[src/rtl/axi_rd_arbiter.sv]
// ---------------------------------------------------------------------------------------------
// axi_rd_arbiter
//
// Purpose:
//   Shares one AXI read channel (AR/R) between three requesters: icache line refill, dcache
//   line refill and uncached dcache single-word read. Only one transaction is in flight at a
//   time. A read whose line matches an unfinished write is held back until the write clears.
//
// Ports:
//   aclk_i, aresetn_i          clock, asynchronous active-low reset
//   ic_rd_* / dc_rd_*          refill request, address, accept (rdy); line returned on
//   ic_ret_* / dc_ret_*        *_ret_data_o with a one-cycle *_ret_valid_o pulse
//   uc_rd_* / uc_ret_*         uncached single-word request and return
//   wr_busy_i, wr_busy_addr_i  pending write and its address (line granularity)
//   ar*_o, arready_i           AXI read address channel
//   rid_i .. rvalid_i, rready_o AXI read data channel
// ---------------------------------------------------------------------------------------------
module axi_rd_arbiter #(
    parameter int unsigned LINE_WORDS = 4,
    parameter logic [3:0]  ID_IC      = 4'd0,
    parameter logic [3:0]  ID_DC      = 4'd1,
    parameter logic [3:0]  ID_UC      = 4'd2
) (
    input  logic                      aclk_i,
    input  logic                      aresetn_i,

    input  logic                      ic_rd_req_i,
    input  logic [31:0]               ic_rd_addr_i,
    output logic                      ic_rd_rdy_o,
    output logic                      ic_ret_valid_o,
    output logic [32*LINE_WORDS-1:0]  ic_ret_data_o,

    input  logic                      dc_rd_req_i,
    input  logic [31:0]               dc_rd_addr_i,
    output logic                      dc_rd_rdy_o,
    output logic                      dc_ret_valid_o,
    output logic [32*LINE_WORDS-1:0]  dc_ret_data_o,

    input  logic                      uc_rd_req_i,
    input  logic [31:0]               uc_rd_addr_i,
    output logic                      uc_rd_rdy_o,
    output logic                      uc_ret_valid_o,
    output logic [31:0]               uc_ret_data_o,

    input  logic                      wr_busy_i,
    input  logic [31:0]               wr_busy_addr_i,

    output logic [3:0]                arid_o,
    output logic [31:0]               araddr_o,
    output logic [3:0]                arlen_o,
    output logic [2:0]                arsize_o,
    output logic [1:0]                arburst_o,
    output logic [1:0]                arlock_o,
    output logic [3:0]                arcache_o,
    output logic [2:0]                arprot_o,
    output logic                      arvalid_o,
    input  logic                      arready_i,

    input  logic [3:0]                rid_i,
    input  logic [31:0]               rdata_i,
    input  logic [1:0]                rresp_i,
    input  logic                      rlast_i,
    input  logic                      rvalid_i,
    output logic                      rready_o
);

    localparam int unsigned  CntW      = (LINE_WORDS > 1) ? $clog2(LINE_WORDS) : 1;
    localparam logic [CntW-1:0] CntMax = CntW'(LINE_WORDS - 1);
    localparam logic [3:0]   RefillLen = 4'(LINE_WORDS - 1);

    typedef enum logic [1:0] {
        StIdle,
        StAr,
        StR,
        StRet
    } state_e;

    typedef enum logic [1:0] {
        SelIc,
        SelDc,
        SelUc
    } sel_e;

    state_e                          state_q, state_d;
    sel_e                            sel_q, sel_d;
    logic [31:0]                     addr_q, addr_d;
    logic [3:0]                      id_q, id_d;
    logic [3:0]                      len_q, len_d;
    logic [CntW-1:0]                 cnt_q, cnt_d;
    logic [LINE_WORDS-1:0][31:0]     buf_q, buf_d;

    logic ic_blk, dc_blk, uc_blk;
    logic gnt_ic, gnt_dc, gnt_uc;
    logic beat_ok;

    // Response code and sub-line address bits play no part in arbitration.
    logic unused_bits;
    assign unused_bits = ^{rresp_i, ic_rd_addr_i[3:0], dc_rd_addr_i[3:0], wr_busy_addr_i[3:0]};

    // A read to the line an unfinished write targets must wait for that write.
    assign ic_blk = wr_busy_i && (ic_rd_addr_i[31:4] == wr_busy_addr_i[31:4]);
    assign dc_blk = wr_busy_i && (dc_rd_addr_i[31:4] == wr_busy_addr_i[31:4]);
    assign uc_blk = wr_busy_i && (uc_rd_addr_i[31:4] == wr_busy_addr_i[31:4]);

    // Fixed priority dc > uc > ic; rdy is suppressed while reset is asserted.
    always_comb begin
        gnt_ic = 1'b0;
        gnt_dc = 1'b0;
        gnt_uc = 1'b0;
        if (state_q == StIdle && aresetn_i) begin
            if (dc_rd_req_i && !dc_blk) begin
                gnt_dc = 1'b1;
            end else if (uc_rd_req_i && !uc_blk) begin
                gnt_uc = 1'b1;
            end else if (ic_rd_req_i && !ic_blk) begin
                gnt_ic = 1'b1;
            end
        end
    end

    assign ic_rd_rdy_o = gnt_ic;
    assign dc_rd_rdy_o = gnt_dc;
    assign uc_rd_rdy_o = gnt_uc;

    // Beats carrying another transaction's id are not ours and are dropped.
    assign beat_ok = rvalid_i && (rid_i == id_q);

    always_comb begin
        state_d = state_q;
        sel_d   = sel_q;
        addr_d  = addr_q;
        id_d    = id_q;
        len_d   = len_q;
        cnt_d   = cnt_q;
        buf_d   = buf_q;
        unique case (state_q)
            StIdle: begin
                if (gnt_dc) begin
                    sel_d   = SelDc;
                    addr_d  = {dc_rd_addr_i[31:4], 4'h0};
                    id_d    = ID_DC;
                    len_d   = RefillLen;
                    cnt_d   = '0;
                    state_d = StAr;
                end else if (gnt_uc) begin
                    sel_d   = SelUc;
                    addr_d  = uc_rd_addr_i;
                    id_d    = ID_UC;
                    len_d   = 4'd0;
                    cnt_d   = '0;
                    state_d = StAr;
                end else if (gnt_ic) begin
                    sel_d   = SelIc;
                    addr_d  = {ic_rd_addr_i[31:4], 4'h0};
                    id_d    = ID_IC;
                    len_d   = RefillLen;
                    cnt_d   = '0;
                    state_d = StAr;
                end
            end
            StAr: begin
                if (arready_i) begin
                    state_d = StR;
                end
            end
            StR: begin
                if (beat_ok) begin
                    buf_d[cnt_q] = rdata_i;
                    // Saturate so surplus beats land in the last slot.
                    if (cnt_q != CntMax) begin
                        cnt_d = cnt_q + 1'b1;
                    end
                    if (rlast_i) begin
                        state_d = StRet;
                    end
                end
            end
            StRet: begin
                state_d = StIdle;
            end
            default: begin
                state_d = StIdle;
            end
        endcase
    end

    always_ff @(posedge aclk_i or negedge aresetn_i) begin
        if (!aresetn_i) begin
            state_q <= StIdle;
            sel_q   <= SelIc;
            addr_q  <= '0;
            id_q    <= '0;
            len_q   <= '0;
            cnt_q   <= '0;
            buf_q   <= '0;
        end else begin
            state_q <= state_d;
            sel_q   <= sel_d;
            addr_q  <= addr_d;
            id_q    <= id_d;
            len_q   <= len_d;
            cnt_q   <= cnt_d;
            buf_q   <= buf_d;
        end
    end

    // AR fields come straight from registers, so they are stable while arvalid is high.
    assign arvalid_o = (state_q == StAr);
    assign araddr_o  = addr_q;
    assign arid_o    = id_q;
    assign arlen_o   = len_q;
    assign arsize_o  = arvalid_o ? 3'b010 : 3'b000;
    assign arburst_o = arvalid_o ? 2'b01 : 2'b00;
    assign arlock_o  = 2'b00;
    assign arcache_o = 4'b0000;
    assign arprot_o  = 3'b000;
    assign rready_o  = (state_q == StR);

    assign ic_ret_valid_o = (state_q == StRet) && (sel_q == SelIc);
    assign dc_ret_valid_o = (state_q == StRet) && (sel_q == SelDc);
    assign uc_ret_valid_o = (state_q == StRet) && (sel_q == SelUc);

    // The line buffer is only written in StR, so return data holds until the next accept.
    assign ic_ret_data_o = buf_q;
    assign dc_ret_data_o = buf_q;
    assign uc_ret_data_o = buf_q[0];

endmodule

[config.mk]
export PLATFORM = sky130hd
export DESIGN_NAME = axi_rd_arbiter
export DESIGN_NICKNAME = d
export VERILOG_FILES = /design/src/rtl/axi_rd_arbiter.sv
export SDC_FILE = /design/constraint.sdc
export NUM_CORES = 1
export LEC_CHECK = 0
export BUFFER_PORTS_ARGS = -buffer_cell sky130_fd_sc_hd__buf_2
export CAP_MARGIN = 20
export CORE_AREA = 2 2 207 209
export CTS_BUF_LIST = sky130_fd_sc_hd__clkbuf_2 sky130_fd_sc_hd__clkbuf_4 sky130_fd_sc_hd__clkbuf_8
export CTS_CLUSTER_DIAMETER = 30
export CTS_CLUSTER_SIZE = 24
export DETAILED_ROUTE_END_ITERATION = 8
export DIE_AREA = 0 0 209 211
export PLACE_DENSITY = 0.44
export SETUP_SLACK_MARGIN = 0.4
export SLEW_MARGIN = 5
export SYNTH_ARGS = -nofsm -noshare
export SYNTH_HDL_FRONTEND = slang
export SYNTH_SLANG_ARGS = --single-unit
[constraint.sdc]
create_clock -name aclk_i -period 2.6 [get_ports aclk_i]
set_input_delay 0.39 -clock aclk_i [delete_from_list [all_inputs] [get_ports aclk_i]]
set_output_delay 0.39 -clock aclk_i [all_outputs]
set_load 0.01 [all_outputs]
==> summary.txt, run 1 <==
status -> finished clean
Core Region -> 0.0418 mm^2
Mapped Cells -> 885
EDFF count, synth -> 0
Async SR Flop Fraction -> 100%
DP Wirelength -> 26.9 mm
I/O pin count -> 525
startpoint types -> input port
drt initial violations -> 282
Setup crit end kind -> primary output
H-tree Lvls -> 4
Critical Setup Path Class -> in -> out
ys flop type -> dfrtp_1
TritonRoute pass-1 iters -> 4
Synth cell types -> 41
worst-path maximum fanout -> 2
Residual DRC -> 0
min-delay src -> uc_rd_addr_i[1]
clk_skew -> 19.6 ps
final antenna diode count -> 0
final non-filler cell total -> 1820
row count -> 75
Mean Syn Cell Area -> 10.8 um^2
clk root buf -> clkbuf_8
Fillers -> 4415
CTS tree -> done
chip width -> 209 um
RR Endpoint -> dc_ret_data_o[64]$_DFFE_PN0P_
Ys Warns -> 0
initial core utilization -> 22.9%
total CTS buffers -> 17
Port Buffers -> 494
Layout area overhead -> 33.2%
final WL -> 35.1 mm
register area share after synthesis -> 43.7%
Avg Vias per Cell -> 4.31
vias -> 7836
relative slew slack -> 49.1%
FF-to-FF setup slack -> 650 ps
clock-pin slew on the worst setup and hold paths -> 100 ps
initial antenna violation count -> 1
total track usage -> 15.5%
Hold Path End -> araddr_o[1]$_DFFE_PN0P_
fin. max-slew vios -> 0
final worst path period share -> 95.8%
worst reg2reg path depth -> 7
peak supply drop -> 0.000322 V
Die ar. -> 0.0441 mm^2
Post-Syn Area -> 0.00957 mm^2
Nets -> 1451
Critical Path RT -> 2210 ps
max frequency -> 401 MHz
Slew @ Worst Pin -> 764 ps
PwrDens -> 761 mW/mm^2
final hold violation count -> 0
Yosys reg bits -> 167
DIE HEIGHT -> 211 um
post-layout min period -> 2490 ps
clk buf depth -> 2
grt total ovfl -> 0
clock sinks -> 167
layout cells sized above 1 -> 59.5%
placed cell count -> 1776
Hold Path Class -> in -> reg
gpl congestion -> 0.923
Finish-stage setup viols -> 0
MaxCap Viol Count -> 0
post-route cell area -> 0.0127 mm^2
largest net degree at the start of global routing -> 138
Placed Area -> 0.0119 mm^2
Clock Latency Late Sink -> 500 ps
vias in the first global route -> 7951
RSZ-0062 raised after global routing -> yes
critical path arrival -> 2100 ps
Detail Route Antenna Nets -> 0
reg-to-reg startpoint -> sel_q[0]$_DFFE_PN0P_
first-pass GRT wire length -> 50.2 mm
Leakage -> 7.26 nW
DR WL/cell -> 19.3 um
Hold Path Depth -> 2
==> worst max-delay path by stage <==
stage	endpoint	startpoint	depth (start not counted)
3_3_place_gp	state_q[1]$_DFFE_PN0P_	wr_busy_addr_i[11]	11
4_1_cts	ic_rd_rdy_o	ic_rd_addr_i[13]	10
6_report	ic_rd_rdy_o	ic_rd_addr_i[13]	10
5_1_grt	ic_rd_rdy_o	wr_busy_addr_i[31]	10
3_5_place_dp	state_q[1]$_DFFE_PN0P_	wr_busy_addr_i[11]	11
2_1_floorplan	ic_rd_rdy_o	wr_busy_addr_i[19]	8
==> critical path, stage by stage <==
cell	delay (ps)
buf_8	110
xnor2_4	170
buf_6	120
nand4_1	100
or4_4	540
o41ai_2	210
buf_4	190
buf_6	110
nor3_4	40
buf_6	130
==> sequential cells by signal, indices dropped and copies added, names as in the netlist <==
| name | count |
|---|---|
| araddr_o | 32 |
| arlen_o | 1 |
| cnt_q | 2 |
| dc_ret_data_o | 96 |
| sel_q | 2 |
| state_q | 2 |
| uc_ret_data_o | 32 |
==> power breakdown <==
| part | internal (W) | switching (W) | total (W) |
|---|---|---|---|
| clock network | 0.00101 | 0.00103 | 0.00204 |
| logic | 0.00178 | 0.00210 | 0.00389 |
| registers | 0.00321 | 0.000562 | 0.00377 |
| total | 0.00601 | 0.00369 | 0.00970 |
==> kinds of logic after synthesis <==
family	share of synthesized area (%)
muxes	15.3
other	0.0392
AOI/OAI and AO/OA	9.74
DFF	43.7
and+or+nand+nor	4.12
adders and majority gates	1.05
xor gates and xnor gates	7.87
buffers and inverters	18.2
==> synthesized netlist by cell type (3+ instances only) <==
| master | number | area [um^2] |
|---|---|---|
| buf_4 | 179 | 1340 |
| dfrtp_1 | 167 | 4180 |
| mux2_2 | 129 | 1450 |
| xnor2_1 | 66 | 578 |
| inv_1 | 62 | 233 |
| nand2_1 | 40 | 150 |
| a211oi_1 | 29 | 218 |
| a31oi_1 | 28 | 175 |
| o22a_1 | 28 | 245 |
| o21ai_0 | 26 | 130 |
| clkbuf_1 | 21 | 78.8 |
| xor2_1 | 20 | 175 |
| nand4_1 | 16 | 100 |
| buf_1 | 13 | 48.8 |
| ha_1 | 8 | 100 |
| nor4_1 | 6 | 37.5 |
| nor2_1 | 5 | 18.8 |
| a22o_1 | 4 | 35.0 |
| buf_2 | 4 | 20.0 |
| o21ai_1 | 4 | 20.0 |
| a21o_1 | 3 | 22.5 |
| nor2b_1 | 3 | 18.8 |
| nor3_1 | 3 | 15.0 |
==> cells in the final DEF, fill, tap and decap left out, types with 3 or more instances in the layout <==
cell type	Yosys	layout
xnor2_1	66	53
nor2_1	5	4
clkbuf_4	0	3
clkinv_4	0	4
o22a_1	28	28
xor2_1	20	20
nor2b_1	3	3
dfrtp_1	167	167
o21ai_1	4	4
buf_6	1	17
nand2_2	0	4
a22o_1	4	4
a211oi_1	29	29
nand4_1	16	16
buf_4	179	59
conb_1	1	16
o21ai_0	26	26
a31oi_1	28	26
a21o_1	3	3
buf_2	4	478
inv_1	62	62
nor4_1	6	4
nand2_1	40	34
clkbuf_8	0	18
buf_12	0	11
mux2_2	129	129
xnor2_2	0	11
ha_1	8	7
bufinv_16	0	3
==> per-stage QoR <==
stage / setup slack, ps / hold WS [ps] / TNS (ps) / total power [W] / util, %
after floorplan: 353 / 94.4 / 0 / 0.00623 / -
after global placement: -194 / 460 / -5090 / 0.00761 / 28.5
after detailed placement: -160 / 470 / -4150 / 0.00763 / 28.5
after CTS: 34.0 / 22.3 / 0 / 0.00979 / 29.9
after global routing: 48.8 / 45.0 / 0 / 0.0103 / 30.5
final: 109 / 103 / 0 / 0.00970 / 30.5
==> cell type report <==
class	count	area [um^2]	share of cell area, %
Tap cell	539	674	5.29
Multi-Input combinational cell	452	3940	30.9
Timing Repair Buffer	568	3300	25.9
Inverter	62	233	1.83
Clock inverter	11	150	1.18
Sequential cell	167	4180	32.8
Clock buffer	21	270	2.12
==> routing by layer <==
| layer | wire, um | up-vias | GRT usage (%) | share of wire, % |
|---|---|---|---|---|
| met2 | 18400 | 392 | 28.4 | 52 |
| met5 | 13 | - | 0 | 0.037 |
| met3 | 2370 | 52 | 4.45 | 6.8 |
| met4 | 1230 | 2 | 6.82 | 3.5 |
| li1 | - | 3596 | - | - |
| met1 | 13100 | 3794 | 16.5 | 37 |
==> what timing repair did <==
action | in CTS | in global routing
setup buffers | 1 | 8
gates resized for setup | 30 | 30
hold endpoints to repair | 30 | 0
endpoints found under the setup margin | 3 | 59
pin swaps | 12 | 20
cloned | 0 | 2
hold buffers | 1 | 0
Note: power is estimated with default switching activity, not from simulation.
==> run 2: changes to the inputs <==
BUFFER_PORTS_ARGS = -buffer_cell sky130_fd_sc_hd__buf_4   (was -buffer_cell sky130_fd_sc_hd__buf_2)
SKIP_CTS_REPAIR_TIMING = 1   (was unset)
==> run 2 against run 1 <==
The flow now finishes with violations (setup timing). Non-clock buffer count decreased by 17. Routed wire length increased by 1.9%. Clock skew decreased by 4.1 ps. Maximum frequency decreased by 5.5%. Count of clock-buffer cells in the layout decreased by 1. Global-route usage increased by 0.31 points. Hold slack improved by 13 ps. Sequential power increased by 2%. Power increased by 6.6%. Cell count decreased by 0.93%. Utilization increased by 2.2 points. Sequential share of layout area decreased by 2.2 points. Highest routed layer is now met4.
==> summary.txt, run 2 (synthesis results as in run 1) <==
total track usage -> 15.8%
DP Wirelength -> 28.1 mm
critical path arrival -> 2250 ps
total CTS buffers -> 17
Post-Route Utilization -> 32.7%
clock power share -> 19.4%
chip width -> 209 um
clock-pin slew on the worst setup and hold paths -> 110 ps
placed cell count -> 1768
largest net degree at the start of global routing -> 146
Hold WS -> 115 ps
relative slew slack -> 45.1%
initial antenna violation count -> 0
clk_skew -> 15.6 ps
post-layout min period -> 2640 ps
DR WL/cell -> 19.8 um
final worst path period share -> 101%
final antenna diode count -> 0
clk root buf -> clkbuf_8
Avg Vias per Cell -> 4.30
max reg flops -> 96
vias in the first global route -> 7963
Leakage -> 7.28 nW
Nets -> 1434
Critical Setup Path Class -> in -> out
Seq pwr share -> 37.3%
Layout area overhead -> 43.0%
vias -> 7753
status -> complete, but fails checks
clock sinks -> 167
worst reg2reg path depth -> 7
Detail Route Antenna Nets -> 0
clk buf depth -> 2
H-tree Lvls -> 4
MaxCap Viol Count -> 0
Die ar. -> 0.0441 mm^2
final non-filler cell total -> 1803
layout cells sized above 1 -> 58.6%
most frequent cells in the layout -> 533 x buf_4, 167 x dfrtp_1, 128 x mux2_2
Hold Path Class -> in -> reg
Residual DRC -> 0
CTS tree -> done
Finish-stage setup viols -> 1
Comb pwr share -> 43.3%
PnR worst setup slack -> -36.9 ps
Internal -> 0.00655 W
startpoint types -> input port
peak supply drop -> 0.000345 V
first-pass GRT wire length -> 51.2 mm
final WL -> 35.8 mm
Sw Share -> 36.7%
Critical Path RT -> 2210 ps
drt initial violations -> 227
DIE HEIGHT -> 211 um
RSZ-0062 raised after global routing -> yes
final hold violation count -> 0
Clock Latency Late Sink -> 480 ps
Core Region -> 0.0418 mm^2
Net Switching -> 0.00379 W
commonest non-fill, non-tap cell in the layout -> buf_4
CP dominant cell by count -> buf_4
max frequency -> 379 MHz
Hold Path Depth -> 2
Fillers -> 4385
worst-path maximum fanout -> 3
I/O pin count -> 525
crit path cell chain -> buf_4 > xnor2_2 > buf_4 > nand4_1 > or4_4 > o41ai_4 > buf_4 > buf_6 > nor3_4 > buf_6
Slew @ Worst Pin -> 824 ps
initial core utilization -> 22.9%
TritonRoute pass-1 iters -> 4
Worst path slowest cell -> or4_4
PwrDens -> 756 mW/mm^2
gpl congestion -> 0.868
row count -> 75
fin. max-slew vios -> 0
Port Buffers -> 494
grt total ovfl -> 0
Setup crit end kind -> primary output
failing checks -> setup timing
Largest stage delay, worst path -> 550 ps
-- run 2: metal layers --
layer | part of all wire (%) | track usage [%]
met1 | 37 | 16.7
met2 | 51 | 28.4
met3 | 7.2 | 4.62
met4 | 4.4 | 8.15
met5 | 0 | 0
-- run 2: worst max-delay path: cells and delay by family --
kind	cells	cell delay, ps
buffers and inverters	5	700
and+or+nand+nor	3	680
AOI/OAI and AO/OA	1	350
xor gates and xnor gates	1	120
-- run 2: worst paths after layout --
path,start,end,slack (ps)
setup reg to reg,sel_q[0]$_DFFE_PN0P_,dc_ret_data_o[87]$_DFFE_PN0P_,640
setup / recovery,wr_busy_addr_i[13],ic_rd_rdy_o,-40
hold reg to reg,araddr_o[24]$_DFFE_PN0P_,araddr_o[24]$_DFFE_PN0P_,490
min in group asynchronous,aresetn_i,araddr_o[13]$_DFFE_PN0P_,500
max in group asynchronous,aresetn_i,dc_ret_data_o[87]$_DFFE_PN0P_,1240
hold / removal,uc_rd_addr_i[1],araddr_o[1]$_DFFE_PN0P_,120
-- run 2: layout make-up --
type,instances,area [um^2],area share (%)
Inverter,62,233,1.70
Clock inverter,12,144,1.05
Timing Repair Buffer,551,4290,31.3
Sequential cell,167,4180,30.6
Tap cell,539,674,4.93
Clock buffer,20,269,1.97
Multi-Input combinational cell,452,3890,28.5
-- run 2: power by group through the flow --
stage                     logic [W]  registers (W)  clock network, W
after floorplan             0.00226        0.00397                 0
after global placement      0.00447        0.00390                 0
after detailed placement    0.00448        0.00393                 0
after CTS                   0.00448        0.00388           0.00210
after global routing        0.00483        0.00396           0.00219
final                       0.00448        0.00386           0.00200
-- run 2: through the flow --
| step | TNS [ps] | power [W] | area, um^2 | setup WS, ps |
|---|---|---|---|---|
| 2_1_floorplan | 0 | 0.00623 | 9620 | 353 |
| 3_3_place_gp | -5520 | 0.00837 | 13000 | -182 |
| 3_5_place_dp | -6020 | 0.00840 | 13000 | -199 |
| 4_1_cts | -272 | 0.0105 | 13400 | -141 |
| 5_1_grt | -67.2 | 0.0110 | 13700 | -67.2 |
| 6_report | -36.9 | 0.0103 | 13700 | -36.9 |
